--- config.mk ---
export PLATFORM = sky130hd
export DESIGN_NAME = ncl_dual_rail_sync_rx_flat
export DESIGN_NICKNAME = d
export VERILOG_FILES = /design/src/rtl/ncl_dual_rail_sync_rx_if.sv /design/src/rtl/ncl_dual_rail_sync_rx.sv /design/src/flat_wrapper.sv
export SDC_FILE = /design/constraint.sdc
export NUM_CORES = 1
export LEC_CHECK = 0
export BUFFER_PORTS_ARGS = -buffer_cell sky130_fd_sc_hd__buf_2
export CORE_ASPECT_RATIO = 1.2
export CORE_MARGIN = 2
export CORE_UTILIZATION = 58
export CTS_CLUSTER_DIAMETER = 30
export DETAILED_ROUTE_END_ITERATION = 6
export GPL_TIMING_DRIVEN = 0
export PLACE_DENSITY = 0.82
export SYNTH_ARGS = -nofsm -noshare
export SYNTH_HDL_FRONTEND = slang
export SYNTH_SLANG_ARGS = --single-unit
--- constraint.sdc ---
create_clock -name clk -period 2.28 [get_ports clk]
set_input_delay 0.228 -clock clk [delete_from_list [all_inputs] [get_ports clk]]
set_output_delay 0.228 -clock clk [all_outputs]
set_load 0.1 [all_outputs]
--- src/rtl/ncl_dual_rail_sync_rx_if.sv ---
// ncl_dual_rail_sync_rx_if
// Bundles the NCL-facing rails and the clocked valid/ready side of the
// dual-rail receiver.
//   master : the receiver. It samples d_t/d_f/out_ready and drives comp,
//            out_data, out_valid, err and level.
//   slave  : the environment. It is the NCL pipeline plus the consumer.
// Signals:
//   d_t, d_f   [W]           true/false rails, asynchronous to clk
//   comp       1             completion back to the NCL pipeline
//   out_data   [W]           head-of-FIFO word
//   out_valid  1             FIFO non-empty
//   out_ready  1             consumer accepts the head word
//   err        1             sticky illegal-code flag
//   level      [log2(D)+1]   FIFO occupancy
interface ncl_dual_rail_sync_rx_if #(
  parameter int W     = 8,
  parameter int DEPTH = 4
);
  localparam int LW = $clog2(DEPTH) + 1;

  logic [W-1:0]  d_t;
  logic [W-1:0]  d_f;
  logic          comp;
  logic [W-1:0]  out_data;
  logic          out_valid;
  logic          out_ready;
  logic          err;
  logic [LW-1:0] level;

  modport master (
    input  d_t, d_f, out_ready,
    output comp, out_data, out_valid, err, level
  );

  modport slave (
    output d_t, d_f, out_ready,
    input  comp, out_data, out_valid, err, level
  );
endinterface

--- src/rtl/ncl_dual_rail_sync_rx.sv ---
// ncl_dual_rail_sync_rx
// Terminates an NCL dual-rail pipeline into the clk domain. The rails pass
// through 2-flop synchronizers plus a third stage used for a stability
// compare. A complete, stable DATA wavefront is pushed into a FWFT FIFO and
// acknowledged through comp. A complete, stable NULL wavefront clears comp.
// When the FIFO is full, completion is withheld, which stalls the NCL side.
// Ports:
//   clk     receiver clock
//   init_n  asynchronous active-low reset. Its release is synchronized
//           internally.
//   bus     ncl_dual_rail_sync_rx_if.master: rails in, comp, FIFO
//           valid/ready side, err and level
module ncl_dual_rail_sync_rx #(
  parameter int W     = 8,
  parameter int DEPTH = 4
) (
  input  logic                    clk,
  input  logic                    init_n,
  ncl_dual_rail_sync_rx_if.master bus
);
  localparam int        AW     = $clog2(DEPTH);
  localparam logic [AW:0] FULL_L = (AW+1)'(DEPTH);
  localparam logic [AW:0] ONE_L  = (AW+1)'(1);

  typedef enum logic {WAIT_DATA = 1'b0, WAIT_NULL = 1'b1} state_e;

  // Reset is asserted asynchronously and released through two flops, so
  // every state flop leaves reset on the same clk edge.
  logic rst_s1_q;
  logic rst_n_q;

  always_ff @(posedge clk or negedge init_n) begin
    if (!init_n) begin
      rst_s1_q <= 1'b0;
      rst_n_q  <= 1'b0;
    end else begin
      rst_s1_q <= 1'b1;
      rst_n_q  <= rst_s1_q;
    end
  end

  // Rail synchronizers: s1/s2 resolve metastability, s3 is a one-sample
  // history of s2 used for the stability check.
  logic [W-1:0] t_s1_q, t_s2_q, t_s3_q;
  logic [W-1:0] f_s1_q, f_s2_q, f_s3_q;

  always_ff @(posedge clk or negedge rst_n_q) begin
    if (!rst_n_q) begin
      t_s1_q <= '0;
      t_s2_q <= '0;
      t_s3_q <= '0;
      f_s1_q <= '0;
      f_s2_q <= '0;
      f_s3_q <= '0;
    end else begin
      t_s1_q <= bus.d_t;
      t_s2_q <= t_s1_q;
      t_s3_q <= t_s2_q;
      f_s1_q <= bus.d_f;
      f_s2_q <= f_s1_q;
      f_s3_q <= f_s2_q;
    end
  end

  // Wavefront decode on s2. An illegal bit is not one-hot, so it can never
  // satisfy the all-DATA test. This means it blocks the push with no extra
  // gating.
  logic [W-1:0] bit_data;
  logic [W-1:0] bit_ill;
  logic         stable;
  logic         cdata;
  logic         cnull;
  logic         illegal;

  always_comb begin
    bit_data = t_s2_q ^ f_s2_q;
    bit_ill  = t_s2_q & f_s2_q;
    stable   = (t_s2_q == t_s3_q) && (f_s2_q == f_s3_q);
    cdata    = (&bit_data) && stable;
    cnull    = ~|(t_s2_q | f_s2_q) && stable;
    illegal  = |bit_ill;
  end

  // FIFO bookkeeping
  logic [W-1:0]  mem_q [DEPTH];
  logic [AW-1:0] wr_q, wr_d;
  logic [AW-1:0] rd_q, rd_d;
  logic [AW:0]   level_q, level_d;
  state_e        state_q;
  logic          comp_q;
  logic          err_q;
  logic          valid;
  logic          pop;
  logic          space;
  logic          push;

  always_comb begin
    valid = (level_q != '0);
    pop   = valid && bus.out_ready;
    // A full FIFO still accepts a push on the edge where it also pops.
    space = (level_q != FULL_L) || pop;
    push  = (state_q == WAIT_DATA) && cdata && space;
    wr_d  = wr_q + AW'(push);
    rd_d  = rd_q + AW'(pop);
    level_d = level_q;
    case ({push, pop})
      2'b10:   level_d = level_q + ONE_L;
      2'b01:   level_d = level_q - ONE_L;
      default: level_d = level_q;
    endcase
  end

  always_ff @(posedge clk or negedge rst_n_q) begin
    if (!rst_n_q) begin
      wr_q    <= '0;
      rd_q    <= '0;
      level_q <= '0;
    end else begin
      wr_q    <= wr_d;
      rd_q    <= rd_d;
      level_q <= level_d;
    end
  end

  // Storage holds data only. It needs no reset because out_data is masked
  // while the FIFO is empty.
  always_ff @(posedge clk) begin
    if (push) begin
      mem_q[wr_q] <= t_s2_q;
    end
  end

  // Completion FSM. comp is registered so the NCL side never sees a glitch.
  always_ff @(posedge clk or negedge rst_n_q) begin
    if (!rst_n_q) begin
      state_q <= WAIT_DATA;
      comp_q  <= 1'b0;
      err_q   <= 1'b0;
    end else begin
      err_q <= err_q | illegal;
      case (state_q)
        WAIT_DATA: begin
          if (push) begin
            state_q <= WAIT_NULL;
            comp_q  <= 1'b1;
          end
        end
        WAIT_NULL: begin
          if (cnull) begin
            state_q <= WAIT_DATA;
            comp_q  <= 1'b0;
          end
        end
        default: begin
          state_q <= WAIT_DATA;
          comp_q  <= 1'b0;
        end
      endcase
    end
  end

  assign bus.comp      = comp_q;
  assign bus.err       = err_q;
  assign bus.level     = level_q;
  assign bus.out_valid = valid;
  assign bus.out_data  = valid ? mem_q[rd_q] : '0;
endmodule

--- src/flat_wrapper.sv ---
// flat-port wrapper written by rule: the top's interface ports become plain ports
module ncl_dual_rail_sync_rx_flat 
#(
  parameter int W     = 8,
  parameter int DEPTH = 4
)
  (clk, init_n, bus_d_t, bus_d_f, bus_out_ready, bus_comp, bus_out_data, bus_out_valid, bus_err, bus_level);
  ncl_dual_rail_sync_rx_if #(.W(W), .DEPTH(DEPTH)) bus_i ();
  input  logic clk;
  input  logic init_n;
  input wire logic [$bits(bus_i.d_t)-1:0] bus_d_t;
  input wire logic [$bits(bus_i.d_f)-1:0] bus_d_f;
  input wire logic [$bits(bus_i.out_ready)-1:0] bus_out_ready;
  output wire logic [$bits(bus_i.comp)-1:0] bus_comp;
  output wire logic [$bits(bus_i.out_data)-1:0] bus_out_data;
  output wire logic [$bits(bus_i.out_valid)-1:0] bus_out_valid;
  output wire logic [$bits(bus_i.err)-1:0] bus_err;
  output wire logic [$bits(bus_i.level)-1:0] bus_level;
  assign bus_i.d_t = bus_d_t;
  assign bus_i.d_f = bus_d_f;
  assign bus_i.out_ready = bus_out_ready;
  assign bus_comp = bus_i.comp;
  assign bus_out_data = bus_i.out_data;
  assign bus_out_valid = bus_i.out_valid;
  assign bus_err = bus_i.err;
  assign bus_level = bus_i.level;
  ncl_dual_rail_sync_rx #(.W(W), .DEPTH(DEPTH)) u_core (.clk(clk), .init_n(init_n), .bus(bus_i));
endmodule
* Word-level counts from Yosys, hierarchy flattened
Memory sizes are Yosys's and may differ from the RTL's.
Index checks and enable logic that the tools add are counted.
** Storage, ports and cells
- Bits in registers :: 60
- Memory bits (writable) :: 32
- Bits of input ports :: 19
- Output and inout bits :: 14
- Logic and storage cells :: 54
- Memories :: 1
** Memory list
- u_core.mem_q :: depth 4, width 8, read ports 1, clocked after memory_dff 0, wr ports 1, line ncl_dual_rail_sync_rx.sv:85 : logic [W-1:0] mem_q [DEPTH];
** Cells by class
- Add/sub/neg operators :: 4
- Eq/ne operators :: 7
- Muxes and demuxes :: 9
- Bitwise logic cells :: 5
- Reductions and logical operators :: 14
** Operator list (count)
- $eq A8 B8 Y1 :: 2
- $reduce_or A8 Y1 :: 2
- $and A8 B8 Y8 :: 1
- $mux W8 :: 1
- $or A8 B8 Y8 :: 1
- $reduce_and A8 Y1 :: 1
- $xor A8 B8 Y8 :: 1
- $logic_and A1 B1 Y1 :: 6
- $pmux W3 S2 :: 1
- $mux W1 :: 5
- $add A2 B1 Y2 :: 2
- $ne A2 B1 Y1 const B :: 2
- $pmux W1 S2 :: 2
- $add A3 B1 Y3 const B :: 1
- $ne A3 B3 Y1 const B :: 1
- $reduce_bool A3 Y1 :: 1
- $sub A3 B1 Y3 const B :: 1
- $eq A2 B1 Y1 const B :: 1
- $eq A2 B2 Y1 const B :: 1
- $reduce_and A2 Y1 :: 1
- $reduce_bool A2 Y1 :: 1
- $logic_not A1 Y1 :: 1
- $logic_or A1 B1 Y1 :: 1
- $not A1 Y1 :: 1
- $or A1 B1 Y1 :: 1

* Logic depth before layout (Yosys ltp)
- Depth in word-level cells :: 7
- Mapped depth :: 11
- Mapped depth without buffers :: 11

* Worst setup path before layout
Ideal clock, no wire load.
- Path kind :: register to register
- Start :: register u_core.level_q[0] (netlist: u_core.bus.level[0])
- End :: register u_core.level_q[1] (netlist: u_core.bus.level[1])
- Setup time :: 0.128 ns
- Arrival :: 3.379 ns
- Required time :: 2.152 ns
- Path slack :: -1.227 ns
- Stages on the path, launching flop included :: 8
- Buffers on the path :: 1
- Clock period less this slack :: 3.507 ns
- Cells stage by stage :: dfrtp_1 > or3_1 > clkbuf_1 > and2_1 > o21ai_0 > inv_1 > fa_1 > mux2_1
** On the way
- Longest elaborated chain between the ends :: 6
- Elaborated cells on any way between the ends :: 11
- Those cells by class :: 2 x add/sub; 3 x eq/ne; 1 x mux; 5 x reduce/logical
** Ends and longest elaborated chain
- start, declared :: line ncl_dual_rail_sync_rx.sv:88 : logic [AW:0] level_q, level_d;
- start signal, assigned :: line ncl_dual_rail_sync_rx.sv:121 : level_q <= level_d;
- $reduce_bool A3 Y1 (*) :: line ncl_dual_rail_sync_rx.sv:98 : valid = (level_q != '0);
- net bus_out_valid :: line flat_wrapper.sv:16 : output wire logic [$bits(bus_i.out_valid)-1:0] bus_out_valid;
- $logic_and A1 B1 Y1 (*) :: line ncl_dual_rail_sync_rx.sv:99 : pop = valid && bus.out_ready;
- $logic_or A1 B1 Y1 :: line ncl_dual_rail_sync_rx.sv:101 : space = (level_q != FULL_L) || pop;
- $logic_and A1 B1 Y1 :: line ncl_dual_rail_sync_rx.sv:102 : push = (state_q == WAIT_DATA) && cdata && space;
- $eq A2 B1 Y1 or $eq A2 B2 Y1 (tied branches) :: line ncl_dual_rail_sync_rx.sv:106 : case ({push, pop})
- $pmux W3 S2 (*) :: line ncl_dual_rail_sync_rx.sv:106
- net u_core.level_d[1] :: line ncl_dual_rail_sync_rx.sv:88
Mark *: on every way through the listed nets, which the timed path passes. The rest lies on a longest branch.
A chain may end at the register's enable or synchronous reset.

* Final worst setup path
- Start :: register u_core.f_s2_q[3]
- End :: memory u_core.mem_q[2][0], enable pin
** On the way
- Longest elaborated chain between the ends :: 7
- Elaborated cells on any way between the ends :: 9
- Those cells by class :: 1 x eq/ne; 2 x mux; 1 x bitwise; 5 x reduce/logical
** Ends and longest elaborated chain
- start, declared :: line ncl_dual_rail_sync_rx.sv:45 : logic [W-1:0] f_s1_q, f_s2_q, f_s3_q;
- start signal, assigned :: line ncl_dual_rail_sync_rx.sv:60 : f_s2_q <= f_s1_q;
- $xor A8 B8 Y8 or $eq A8 B8 Y1 (tied branches) :: line ncl_dual_rail_sync_rx.sv:76, ncl_dual_rail_sync_rx.sv:78
- $reduce_and A8 Y1 or $logic_and A1 B1 Y1 (tied branches) :: line ncl_dual_rail_sync_rx.sv:79, ncl_dual_rail_sync_rx.sv:78
- $logic_and A1 B1 Y1 (*) :: line ncl_dual_rail_sync_rx.sv:79 : cdata = (&bit_data) && stable;
- $logic_and A1 B1 Y1 (*) (2 in series) :: line ncl_dual_rail_sync_rx.sv:102
- $mux W1 (*) :: line ncl_dual_rail_sync_rx.sv:128 : if (push) begin
- $mux W1 (not written as such) (*) :: line ncl_dual_rail_sync_rx.sv:129 : mem_q[wr_q] <= t_s2_q;
- end, declared :: line ncl_dual_rail_sync_rx.sv:85
Mark *: on every way between the ends. The rest lies on a longest branch, timed or not.

==> run metrics <==
status=finished, violations left; failing checks=negative setup slack; Worst setup SP type=flop; final max-slew violation count=0; FP Rows=30; DR iter-0 viols=98; Synthesis Warnings=0; Place WS=-0.551 ns; drt first pass iters=4; clock insertion delay at the later pin of the skew report=0.36 ns; Final period util=107%; core box area=between 5000 and 6000 um^2; clk root buf=clkbuf_8; Sum Neg Setup Slack=-4.77 ns; CP Capture Type=flop; PwrDens=1040 nW/um^2; Worst Hold Class=reg -> async; CP cell instances=inv_1, ha_1, nand4_1, nor4_2, inv_1, or3_1, buf_6, nor3b_4, buf_12; final net count=328; mean post-synth cell area=16.7 um^2; RSZ-0062 raised after global routing=true; Crit Path Max Fanout=8; Filler cells=between 300 and 400; Setup Viol. Count Final=34; sequential element share of the synthesized area=72.1%; Final min period=2.45 ns; clock buffer count from CTS=9; placed insts=317; max_cap viols=0; WL/cell=15.6 um; most frequent cells in the layout=47 x dfrtp_1, 32 x buf_2, 32 x edfxtp_1; Multi-input gate area=943 um^2; Max VDD drop=632 uV; port bufs=32; Initial Utilization=60.2%; Area growth, synth to finish=29.0%; largest net degree at the start of global routing=45; Reg area=approximately 2500 um^2; initial antenna violation count=0; clk buf depth=2; synthesized flop and latch total=92; via/cell ratio=approximately 4.9; Synthesized Nets=242; Setup WS post-layout=-0.169 ns; Synth Cell Area=3410 um^2; DP Wirelength=3420 um; first-pass GRT wire length=~9000 um; Die Area=6520 um^2; GPL Wtd Cong=0.852; Die X-Extent=74.0 um; Ant. Diodes=0; Die Ht=88.0 um; clk slew on worst S/H paths=approximately 0.080 ns; Crit-path slowest cell=dfrtp_1; library cells used by synthesis=27; Vias=1,847; vias in the first global route=1,948; Residual DRC=0; CTS Sinks=92; CP peak stage delay=0.38 ns; WP data arrival=2.52 ns; clk_skew=0.00951 ns; share of layout cells above drive strength 1=39.1%; H-tree Lvls=3; WS Path Type=reg -> reg; Fmax=about 0.41 GHz; Routed Antenna Nets=0; CTS tree=done; gr usage total=approximately 20%; grt ovf=0; CP dominant cell by count=inv_1; Layout Cells excl Fill=374; # IOs=33; most common cell after layout, fill and taps aside=dfrtp_1; Fin. Hold Viols=0; Worst Path Required=roughly 2.4 ns; Leakage Power=1.94 nW; final wirelength=5850 um; Gate Count Post-Synth=~200
[critical path, delay by kind of cell (launching register included)]
kind	cells	cell delay, ns
adders and majority gates	1	0.31
and+or+nand+nor	4	1.02
buffers and inverters	4	0.47
DFF	1	0.38
[metrics by stage]
stage	cell area (um^2)	util [%]	power, mW	hold WS (ns)
floorplan	3500	-	3.33	-0.0676
global placement	3760	66.4	3.55	0.0140
detailed placement	3780	66.8	3.58	0.0195
CTS	4330	76.4	4.61	0.180
global route	4400	77.7	4.79	0.181
finish	4400	77.7	4.59	0.176
[cells by family after synthesis]
| family | Yosys count | synth area share [%] |
|---|---|---|
| and+or+nand+nor | 35 | 6.12 |
| other | 1 | 0.110 |
| adders and majority gates | 19 | 7.18 |
| AOI/OAI and AO/OA | 4 | 0.843 |
| DFF | 92 | 72.1 |
| buffers and inverters | 24 | 2.86 |
| xor gates and xnor gates | 20 | 5.13 |
| muxes | 9 | 5.61 |
[path summary, 6_finish.rpt]
path / from / endpoint / slack (ns) / cells after the start
max: u_core.f_s2_q[3]$_DFF_PN0_ / u_core.mem_q[2][0]$_DFFE_PP_ / -0.17 / 9
min: u_core.rst_n_q$_DFF_PN0_ / u_core.state_q$_DFF_PN0_ / 0.18 / 0
max reg2reg: u_core.f_s2_q[3]$_DFF_PN0_ / u_core.mem_q[2][0]$_DFFE_PP_ / -0.17 / 9
min reg2reg: u_core.rst_n_q$_DFF_PN0_ / u_core.state_q$_DFF_PN0_ / 0.18 / 0
max in group asynchronous: u_core.rst_n_q$_DFF_PN0_ / u_core.t_s2_q[7]$_DFF_PN0_ / 1.55 / 1
min in group clk: bus_out_ready / u_core.rd_q[0]$_DFF_PN0_ / 0.30 / 3
[state kept, by name (all words and copies together) (netlist names)]
name,flops
u_core.t_s2_q,8
u_core.state_q,1
u_core.mem_q,32
u_core.rst_s1_q,1
u_core.t_s3_q,8
u_core.rd_q,2
u_core.t_s1_q,8
u_core.rst_n_q,1
u_core.f_s2_q,8
u_core.bus.level,3
u_core.bus.comp,1
u_core.f_s1_q,8
u_core.f_s3_q,8
u_core.wr_q,2
u_core.bus.err,1
[timing repair]
item	CTS	global route
hold endpoints to repair	18	0
setup buffers	18	8
hold buffers	17	0
gates cloned	0	0
setup endpoints to repair	46	44
resized for setup	16	4
pin swaps	12	11
[synth_stat cells (all sizes together)]
cell / instances / area share [%]
or3: 3 / 0.55
dfrtp: 60 / 44
mux4: 8 / 5.3
nand2b: 1 / 0.18
nor3: 2 / 0.29
fa: 1 / 0.59
and2: 9 / 1.6
and3: 1 / 0.18
o22ai: 1 / 0.18
nor4b: 1 / 0.26
nand3: 2 / 0.29
buf: 1 / 0.33
conb: 1 / 0.11
nand4: 4 / 0.73
inv: 20 / 2.2
nor2: 1 / 0.11
a2bb2oi: 1 / 0.26
clkbuf: 3 / 0.33
edfxtp: 32 / 28
ha: 18 / 6.6
nand2: 3 / 0.33
nor3b: 2 / 0.44
mux2: 1 / 0.33
nor4: 6 / 1.1
xor2: 20 / 5.1
o21ai: 2 / 0.40
[metal layers]
layer  wire length (um)  global-route usage (%)  vias to the layer above
met2               3190                    35.5                       41
li1                   -                       -                      872
met4                242                    12.4                        0
met5                  0                       0                        -
met3                164                    3.80                       20
met1               2250                    21.6                      914
[report_power, final]
part           total [mW]  internal [mW]  leakage, nW  switching (mW)
Sequential           1.93           1.81        0.975           0.120
Combinational        1.68          0.469        0.867            1.21
Clock               0.984          0.464       0.0958           0.520
[layout make-up]
cell class	instances	share of cell area, %
sequential	92	56.3
multi-input combinational	88	21.4
timing repair buffer	76	13.2
clock buffer	12	3.61
tap	80	2.27
inverter	20	1.70
buffer	3	0.994
clock inverter	3	0.511
(Power assumes the default switching activity.)
